File: config.mk
export PLATFORM = sky130hd
export DESIGN_NAME = eth_tx_sched
export DESIGN_NICKNAME = d
export VERILOG_FILES = /design/src/rtl/eth_tx_sched.sv
export SDC_FILE = /design/constraint.sdc
export NUM_CORES = 1
export LEC_CHECK = 0
export BUFFER_PORTS_ARGS = -buffer_cell sky130_fd_sc_hd__clkbuf_2
export CAP_MARGIN = 20
export CORE_MARGIN = 3
export CORE_UTILIZATION = 55
export CTS_CLUSTER_DIAMETER = 100
export DETAILED_ROUTE_END_ITERATION = 6
export PLACE_DENSITY = 0.88
export SLEW_MARGIN = 20
export SYNTH_ARGS = -nofsm -noshare
export SYNTH_HDL_FRONTEND = slang
export SYNTH_SLANG_ARGS = --single-unit
File: constraint.sdc
create_clock -name clk -period 6.9 [get_ports clk]
set_input_delay 1.035 -clock clk [delete_from_list [all_inputs] [get_ports clk]]
set_output_delay 1.035 -clock clk [all_outputs]
set_load 0.1 [all_outputs]
File: src/rtl/eth_tx_sched.sv
// Ethernet TX scheduler: round-robin arbitration between two frame sources,
// payload streaming with minimum-size padding, frame-end wait and inter-frame gap.
module eth_tx_sched #(
  parameter int unsigned N            = 2,
  parameter int unsigned IFG_CYCLES   = 96 / N,
  parameter int unsigned DONE_TIMEOUT = 4096
) (
  input  logic          clk,
  input  logic          rst,
  input  logic [1:0]    req,
  input  logic [10:0]   len0,
  input  logic [10:0]   len1,
  input  logic [15:0]   etype0,
  input  logic [15:0]   etype1,
  input  logic [47:0]   dest_mac0,
  input  logic [47:0]   dest_mac1,
  input  logic [N-1:0]  data0,
  input  logic [N-1:0]  data1,
  output logic [1:0]    gnt,
  output logic [1:0]    rd,
  output logic          tx_axiiv,
  output logic [N-1:0]  tx_axiid,
  output logic [15:0]   tx_etype,
  output logic [47:0]   tx_dest_mac,
  input  logic          tx_axiov,
  output logic          busy,
  output logic          err
);

  localparam int unsigned LEN_W   = 11;
  localparam int unsigned CNT_W   = 14;   // 12000 beats fit without wrap
  localparam int unsigned MAX_LEN = 1500;
  localparam int unsigned MIN_LEN = 46;
  localparam int unsigned BPB     = 8 / N; // beats per byte

  typedef enum logic [2:0] {
    S_IDLE,
    S_STREAM,
    S_PAD,
    S_WAIT_DONE,
    S_IFG
  } state_t;

  state_t             state, state_n;
  logic [CNT_W-1:0]   cnt, cnt_n;
  logic               gidx, gidx_n;
  logic               last, last_n;
  logic [LEN_W-1:0]   len_q, len_n;
  logic [1:0]         gnt_n;
  logic [15:0]        etype_n;
  logic [47:0]        mac_n;
  logic               busy_n, err_n;
  logic               axiov_q;
  logic               win;
  logic [LEN_W-1:0]   len_sel;

  function automatic logic [LEN_W-1:0] clamp_len(input logic [LEN_W-1:0] l);
    return (l > LEN_W'(MAX_LEN)) ? LEN_W'(MAX_LEN) : l;
  endfunction

  function automatic logic [CNT_W-1:0] stream_beats(input logic [LEN_W-1:0] l);
    return CNT_W'(l) * CNT_W'(BPB);
  endfunction

  // Only meaningful for l < MIN_LEN
  function automatic logic [CNT_W-1:0] pad_beats(input logic [LEN_W-1:0] l);
    return CNT_W'(LEN_W'(MIN_LEN) - l) * CNT_W'(BPB);
  endfunction

  // State, counters and registered outputs
  always_ff @(posedge clk or posedge rst) begin
    if (rst) begin
      state       <= S_IDLE;
      cnt         <= '0;
      gidx        <= 1'b0;
      last        <= 1'b1;   // requester 0 wins the first tie
      len_q       <= '0;
      gnt         <= '0;
      tx_etype    <= '0;
      tx_dest_mac <= '0;
      busy        <= 1'b0;
      err         <= 1'b0;
      axiov_q     <= 1'b0;
    end else begin
      state       <= state_n;
      cnt         <= cnt_n;
      gidx        <= gidx_n;
      last        <= last_n;
      len_q       <= len_n;
      gnt         <= gnt_n;
      tx_etype    <= etype_n;
      tx_dest_mac <= mac_n;
      busy        <= busy_n;
      err         <= err_n;
      axiov_q     <= tx_axiov;
    end
  end

  // Next-state, arbitration and latch logic
  always_comb begin
    state_n = state;
    cnt_n   = cnt;
    gidx_n  = gidx;
    last_n  = last;
    len_n   = len_q;
    gnt_n   = gnt;
    etype_n = tx_etype;
    mac_n   = tx_dest_mac;
    err_n   = 1'b0;
    win     = 1'b0;
    len_sel = '0;

    case (state)
      S_IDLE: begin
        if (req != 2'b00) begin
          win     = (req == 2'b11) ? ~last : req[1];
          len_sel = clamp_len(win ? len1 : len0);
          gidx_n  = win;
          last_n  = win;
          len_n   = len_sel;
          gnt_n   = win ? 2'b10 : 2'b01;
          etype_n = win ? etype1 : etype0;
          mac_n   = win ? dest_mac1 : dest_mac0;
          if (len_sel == '0) begin
            state_n = S_PAD;
            cnt_n   = pad_beats(len_sel) - CNT_W'(1);
          end else begin
            state_n = S_STREAM;
            cnt_n   = stream_beats(len_sel) - CNT_W'(1);
          end
        end
      end

      S_STREAM: begin
        if (cnt == '0) begin
          if (len_q < LEN_W'(MIN_LEN)) begin
            state_n = S_PAD;
            cnt_n   = pad_beats(len_q) - CNT_W'(1);
          end else begin
            state_n = S_WAIT_DONE;
            cnt_n   = '0;
          end
        end else begin
          cnt_n = cnt - CNT_W'(1);
        end
      end

      S_PAD: begin
        if (cnt == '0) begin
          state_n = S_WAIT_DONE;
          cnt_n   = '0;
        end else begin
          cnt_n = cnt - CNT_W'(1);
        end
      end

      S_WAIT_DONE: begin
        if (axiov_q && !tx_axiov) begin
          state_n = S_IFG;
          gnt_n   = '0;
          cnt_n   = CNT_W'(IFG_CYCLES - 1);
        end else if (cnt == CNT_W'(DONE_TIMEOUT - 1)) begin
          state_n = S_IFG;
          gnt_n   = '0;
          err_n   = 1'b1;
          cnt_n   = CNT_W'(IFG_CYCLES - 1);
        end else begin
          cnt_n = cnt + CNT_W'(1);
        end
      end

      S_IFG: begin
        if (cnt == '0) begin
          state_n = S_IDLE;
          cnt_n   = '0;
        end else begin
          cnt_n = cnt - CNT_W'(1);
        end
      end

      default: begin
        state_n = S_IDLE;
        cnt_n   = '0;
        gnt_n   = '0;
      end
    endcase

    busy_n = (state_n != S_IDLE);
  end

  // Streaming datapath: valid, data mux and read strobes follow the state directly
  always_comb begin
    tx_axiiv = (state == S_STREAM) || (state == S_PAD);
    tx_axiid = '0;
    rd       = 2'b00;
    if (state == S_STREAM) begin
      tx_axiid = gidx ? data1 : data0;
      rd       = gidx ? 2'b10 : 2'b01;
    end
  end

endmodule

-- Word level (Yosys, flattened, before mapping)
Cells that the tools add are included.
- register bits after elaboration: 99
- input port bits: 159
- output and inout bits: 73
- logic and storage cells: 76
- add/subtract/negate cells: 7
- $lt $le $gt $ge: 2
- equality and inequality tests: 8
- mux-type cells: 34
- bitwise operators: 2
- reductions and logical operators: 12
- operators with widths (cell ; number):
    $mux 14 ; 7
    $pmux 14 s4 ; 1
    $mux 48 ; 1
    $sub 14x1->14 const B ; 3
    $sub 6x11->12 const A ; 2
    $mux 11 ; 2
    $mux 2 ; 9
    $mux 3 ; 6
    $mux 16 ; 1
    $pmux 3 s5 ; 1
    $add 14x1->14 const B ; 1
    $eq 14x12->1 const B ; 1
    $logic_not 14->1 ; 1
    $sub 13x1->14 const B ; 1
    $gt 11x11->1 const B ; 1
    $logic_not 11->1 ; 1
    $lt 11x6->1 const B ; 1
    $eq 3x2->1 const B ; 2
    $pmux 2 s3 ; 1
    $mux 1 ; 5
    $eq 3x1->1 const B ; 1
    $eq 3x3->1 const B ; 1
    $logic_not 3->1 ; 1
    $ne 3x3->1 const B ; 1
    other kinds (12) ; 13

-- Longest topological paths before layout
- depth after elaboration: 10
- depth in mapped cells: 16
- depth with buffers taken out: 14

-- Least setup slack after synthesis
Ideal clock, no wire load.
- kind: input -> register
- start point: in len0[3]
- end point: reg busy
- setup time: 131 ps
- data arrival time: 3895 ps
- data required time: 6769 ps
- slack: 2873 ps
- stages on the path: 14
- buffers on the path: 2
- cell sequence: clkbuf_1 and3_1 o211ai_1 a22o_1 a211oi_1 buf_2 a21o_1 ha_1 nor3b_1 mux2i_1 a211oi_2 nor2_1 a21o_1 or3_1
- cells in the longest elaborated chain, start to end: 8
- ends and longest elaborated chain (item ; RTL line ; source):
    start, declared ; 11 ; input logic [10:0] len0,
    $mux 11 * ; 117 ; len_sel = clamp_len(win ? len1 : len0);
    $gt 11x11->1 ; 58 ; return (l > LEN_W'(MAX_LEN)) ? LEN_W'(MAX_LEN) : l;
    $mux 11 * ; 58 ;
    $logic_not 11->1 * ; 124 ; if (len_sel == '0) begin
    $mux 2 * ; 124 ;
    $mux 3 * ; 115 ; if (req != 2'b00) begin
    $pmux 3 s5 * ; 113 ; case (state)
    via state_n[0] ; 44 ; state_t state, state_n;
    $reduce_bool 3->1 * ; 188 ; busy_n = (state_n != S_IDLE);
    via busy_n ; 52 ; logic busy_n, err_n;
    end signal, assigned ; 93 ; busy <= busy_n;
    end, declared ; 26 ; output logic busy,
Mark *: on every way through the listed nets, which the timed path passes. The rest lies on a longest branch.
A chain may end at the register's enable or synchronous reset.

-- Worst setup path in the final report
- start point: in req[1]
- end point: reg busy
- cells in the longest elaborated chain, start to end: 10
- elaborated cells on any way between the ends: 11
- classes of those cells: order compare (1); eq/ne (1); mux (6); reduce/logical (3)
- ends and longest elaborated chain (item ; RTL line ; source):
    start, declared ; 10 ; input logic [1:0] req,
    $eq 2x2->1 ; 116 ; win = (req == 2'b11) ? ~last : req[1];
    $mux 1 ; 116 ;
    $mux 11 ; 117 ;
    $gt 11x11->1 ; 58 ;
    $mux 11 ; 58 ;
    $logic_not 11->1 ; 124 ;
    $mux 2 ; 124 ;
    $mux 3 * ; 115 ;
    $pmux 3 s5 * ; 113 ;
    via state_n[0] ; 44 ;
    $reduce_bool 3->1 * ; 188 ;
    via busy_n ; 52 ;
Marked as above.

==> impl_metrics.tcl <==
set metrics [dict create \
    status "completed" \
    synth_async_sr_flop_share_pct 100 \
    die_w_um 115 \
    grt_pass1_vias 6371 \
    ys_ff_latch 99 \
    antenna_found_initial 0 \
    min_period_over_period_pct 68.5 \
    setup_viol 0 \
    crit_path_frequent_cell "mux2i_1" \
    clk_latency_ps 360 \
    p_per_area_nw_per_um2 554 \
    worstReg2RegStart "last$_DFFE_PP1P_" \
    drt_iter0_drc 872 \
    hold_path_class "flip-flop to flip-flop" \
    vias 7078 \
    numPlacedInstances 1151 \
    initial_core_util_pct 56.7 \
    grt_overflow 0 \
    syn_nets 1003 \
    fin_setup_tns_ps 0 \
    ys_warn_count 0 \
    leakagePower_nw 3.74 \
    numPortBuffers 231 \
    reg2reg_slack_ps 2670 \
    syn_area_um2 6530 \
    drc_errors 0 \
    synth_edf_count 0 \
    cp_slowest_stage_delay_ps 750 \
    cp_max_fo 56 \
    htree_levels 3 \
    report.final.slew_viol_count 0 \
    diodes 0 \
    crit_buf_inv 2 \
    core_area_um2 11500 \
    cp_top_family "compound AO/OA/AOI/OAI gates" \
    worstHoldEndpoint "gnt[1]$_DFFE_PP0P_" \
    cts_setup_buffers 0 \
    fp.dieH_um 115 \
    cts.sinks 99 \
    cts_buffer_depth 2 \
    final.fill_count 923 \
    crit_required_ps 7140 \
    track_usage_pct 31.1 \
    area.sequential_um2 2480 \
    finalInstanceArea_um2 7990 \
    fp-row-count 39 \
    hpwl_um 15700 \
    critPathArrivalTime_ps 4970 \
    via_per_inst 6.07 \
    ant_nets 0 \
    ys_seq_area_share_pct 37.9 \
    cp-end-kind "flip-flop" \
    instances_no_fill 1167 \
    area_delta_synth_final_pct 22.3 \
    min_period_ps 4730 \
    cts-root-buf "clkbuf_16" \
    synth_cell_type_count 74 \
    cts_buffers 9 \
    clkTransAtPathRegs_ps 70 \
    worstPathCellList "clkbuf_2 -> a21boi_4 -> buf_4 -> mux2i_1 -> or2_2 -> ha_1 -> nor3b_1 -> mux2i_1 -> a211oi_2 -> nor2_1 -> a21o_1 -> or3_1" \
    die_area_um2 13200 \
    slowest_stage "a21boi_4" \
    drv_cap 0 \
    final_nets 1189 \
    hold_buffers 0 \
    routed_wl_um 21200 \
    hold_start "gnt[1]$_DFFE_PP0P_" \
    layout-drive-gt1-share_pct 26.9 \
    grt_pass1_wl_um 32600 \
    timing.rr.end "busy$_DFF_PP0_" \
    gp_congestion 1.05 \
    wire_per_inst_um 18.1 \
    post_cts_resized 0 \
    hold_violations 0 \
    drtPass1Iterations 5 \
    critPathLaunchType "primary input" \
    synth_cells 834 \
    ioPinCount 232 \
    tightest_slew_ps 907 \
    synth_top_flop_cell "dfrtp_1" \
    tritoncts "done" \
    fin_skew_ps 12.1 \
    critPathKind "primary input to flip-flop" \
    rsz0062_at_grt "false" \
    multiInputGateArea_um2 3740 \
    placed_area_um2 7650 \
    grt_max_degree 120 \
    vdd_ir_drop_max_mv 0.559 \
    fmax_mhz 212 \
    whs_path_depth 2 \
    synth_area_per_cell_um2 7.83 \
    max_slew_margin_pct 39.6 \
    r2r_cells 11 \
]
-- state kept, by name, summed over array words and instances (netlist names), 2 cells and up --
signal,count
state,3
gnt,2
len_q,11
tx_dest_mac,48
tx_etype,16
cnt,14
-- stage by stage --
stage,util [%],power [mW],worst slack (ps),hold WS (ps)
CTS,69.2,4.40,2230,487
detailed placement,66.4,3.85,1870,472
floorplan,-,3.33,2870,518
global placement,66.4,3.81,1940,466
global route,69.4,4.61,1820,517
finish,69.4,4.43,2170,484
-- cells in the mapped netlist (all sizes together), types with 4 or more instances --
cell type	count	area share [%]
and2	7	0.67
or4	4	0.57
ha	10	1.9
a31oi	70	6.7
o22ai	8	0.86
or3	9	0.86
dfrtp	98	38
nor3	22	2.1
o31ai	5	0.57
o21ai	36	2.8
and3	4	0.38
nand4	7	0.67
clkbuf	43	2.5
a211o	4	0.54
o211ai	6	0.69
a211oi	6	0.77
nand2	181	11
xnor2	20	2.7
mux2i	16	2.5
buf	19	1.8
a21boi	5	0.63
xor2	9	1.2
a21o	5	0.57
inv	13	0.75
nand3	13	1.0
nor4	9	0.86
a21oi	37	2.8
nor2	108	6.5
-- kinds of logic after synthesis --
kind of cell	after synthesis	share of synthesized area [%]
adders and majority gates	10	1.91
buffers and inverters	75	4.98
and+or+nand+nor	389	27.2
DFF	99	37.9
AOI/OAI and AO/OA	213	21.2
muxes	19	2.97
xor gates and xnor gates	29	3.89
-- cell type report --
| type | instances | share of cell area [%] |
|---|---|---|
| Clock inverter | 6 | 1.17 |
| Multi-Input combinational cell | 660 | 46.8 |
| Tap cell | 143 | 2.24 |
| Sequential cell | 99 | 31.0 |
| Inverter | 13 | 0.642 |
| Clock buffer | 9 | 2.82 |
| Timing Repair Buffer | 237 | 15.3 |
-- how the worst max path moves through the flow --
| stage | end | depth (start not counted) | start | slack, ps |
|---|---|---|---|---|
| floorplan | busy$_DFF_PP0_ | 14 | len0[3] | 2870 |
| global placement | busy$_DFF_PP0_ | 12 | req[1] | 1940 |
| detailed placement | busy$_DFF_PP0_ | 12 | req[1] | 1870 |
| CTS | busy$_DFF_PP0_ | 12 | req[1] | 2230 |
| global route | busy$_DFF_PP0_ | 12 | req[1] | 1820 |
| finish | busy$_DFF_PP0_ | 12 | req[1] | 2170 |
-- layout by cell type (no fill, tap or decap), drive strengths merged, types with 4 or more instances in the layout --
master  instances
nand2         181
o211ai          6
inv            16
o22ai           8
nor3           22
mux2i          16
a21boi          5
a21oi          37
and2            7
ha             10
o21ai          36
a21o            5
or4             4
buf             6
clkbuf        240
xor2            9
a31oi          70
or3             9
nand4           7
a211oi          6
nor4            9
xnor2          20
a211o           4
and3            4
nand3          13
dfrtp          98
nor2          108
o31ai           5
-- per-layer routing --
| layer | up-vias | routed length [µm] | GRT usage [%] |
|---|---|---|---|
| met5 | - | 0 | 0 |
| met4 | 0 | 795 | 11.7 |
| met3 | 75 | 1940 | 7.53 |
| met2 | 402 | 10300 | 50.2 |
| met1 | 3273 | 8170 | 40.7 |
| li1 | 3328 | - | - |
-- power breakdown --
group | total [mW] | leakage [nW] | switching (mW) | internal (mW)
clock network | 0.556 | 0.158 | 0.236 | 0.321
logic | 2.73 | 2.47 | 2.18 | 0.557
registers | 1.14 | 1.12 | 0.291 | 0.847
total | 4.43 | 3.74 | 2.70 | 1.72
-- tightest hold or removal path, stage by stage (launching register included) --
cell and delay [ps]:
dfrtp_1 340, nand2_1 40, o21ai_0 60
Note: power is estimated with default switching activity, not from simulation.
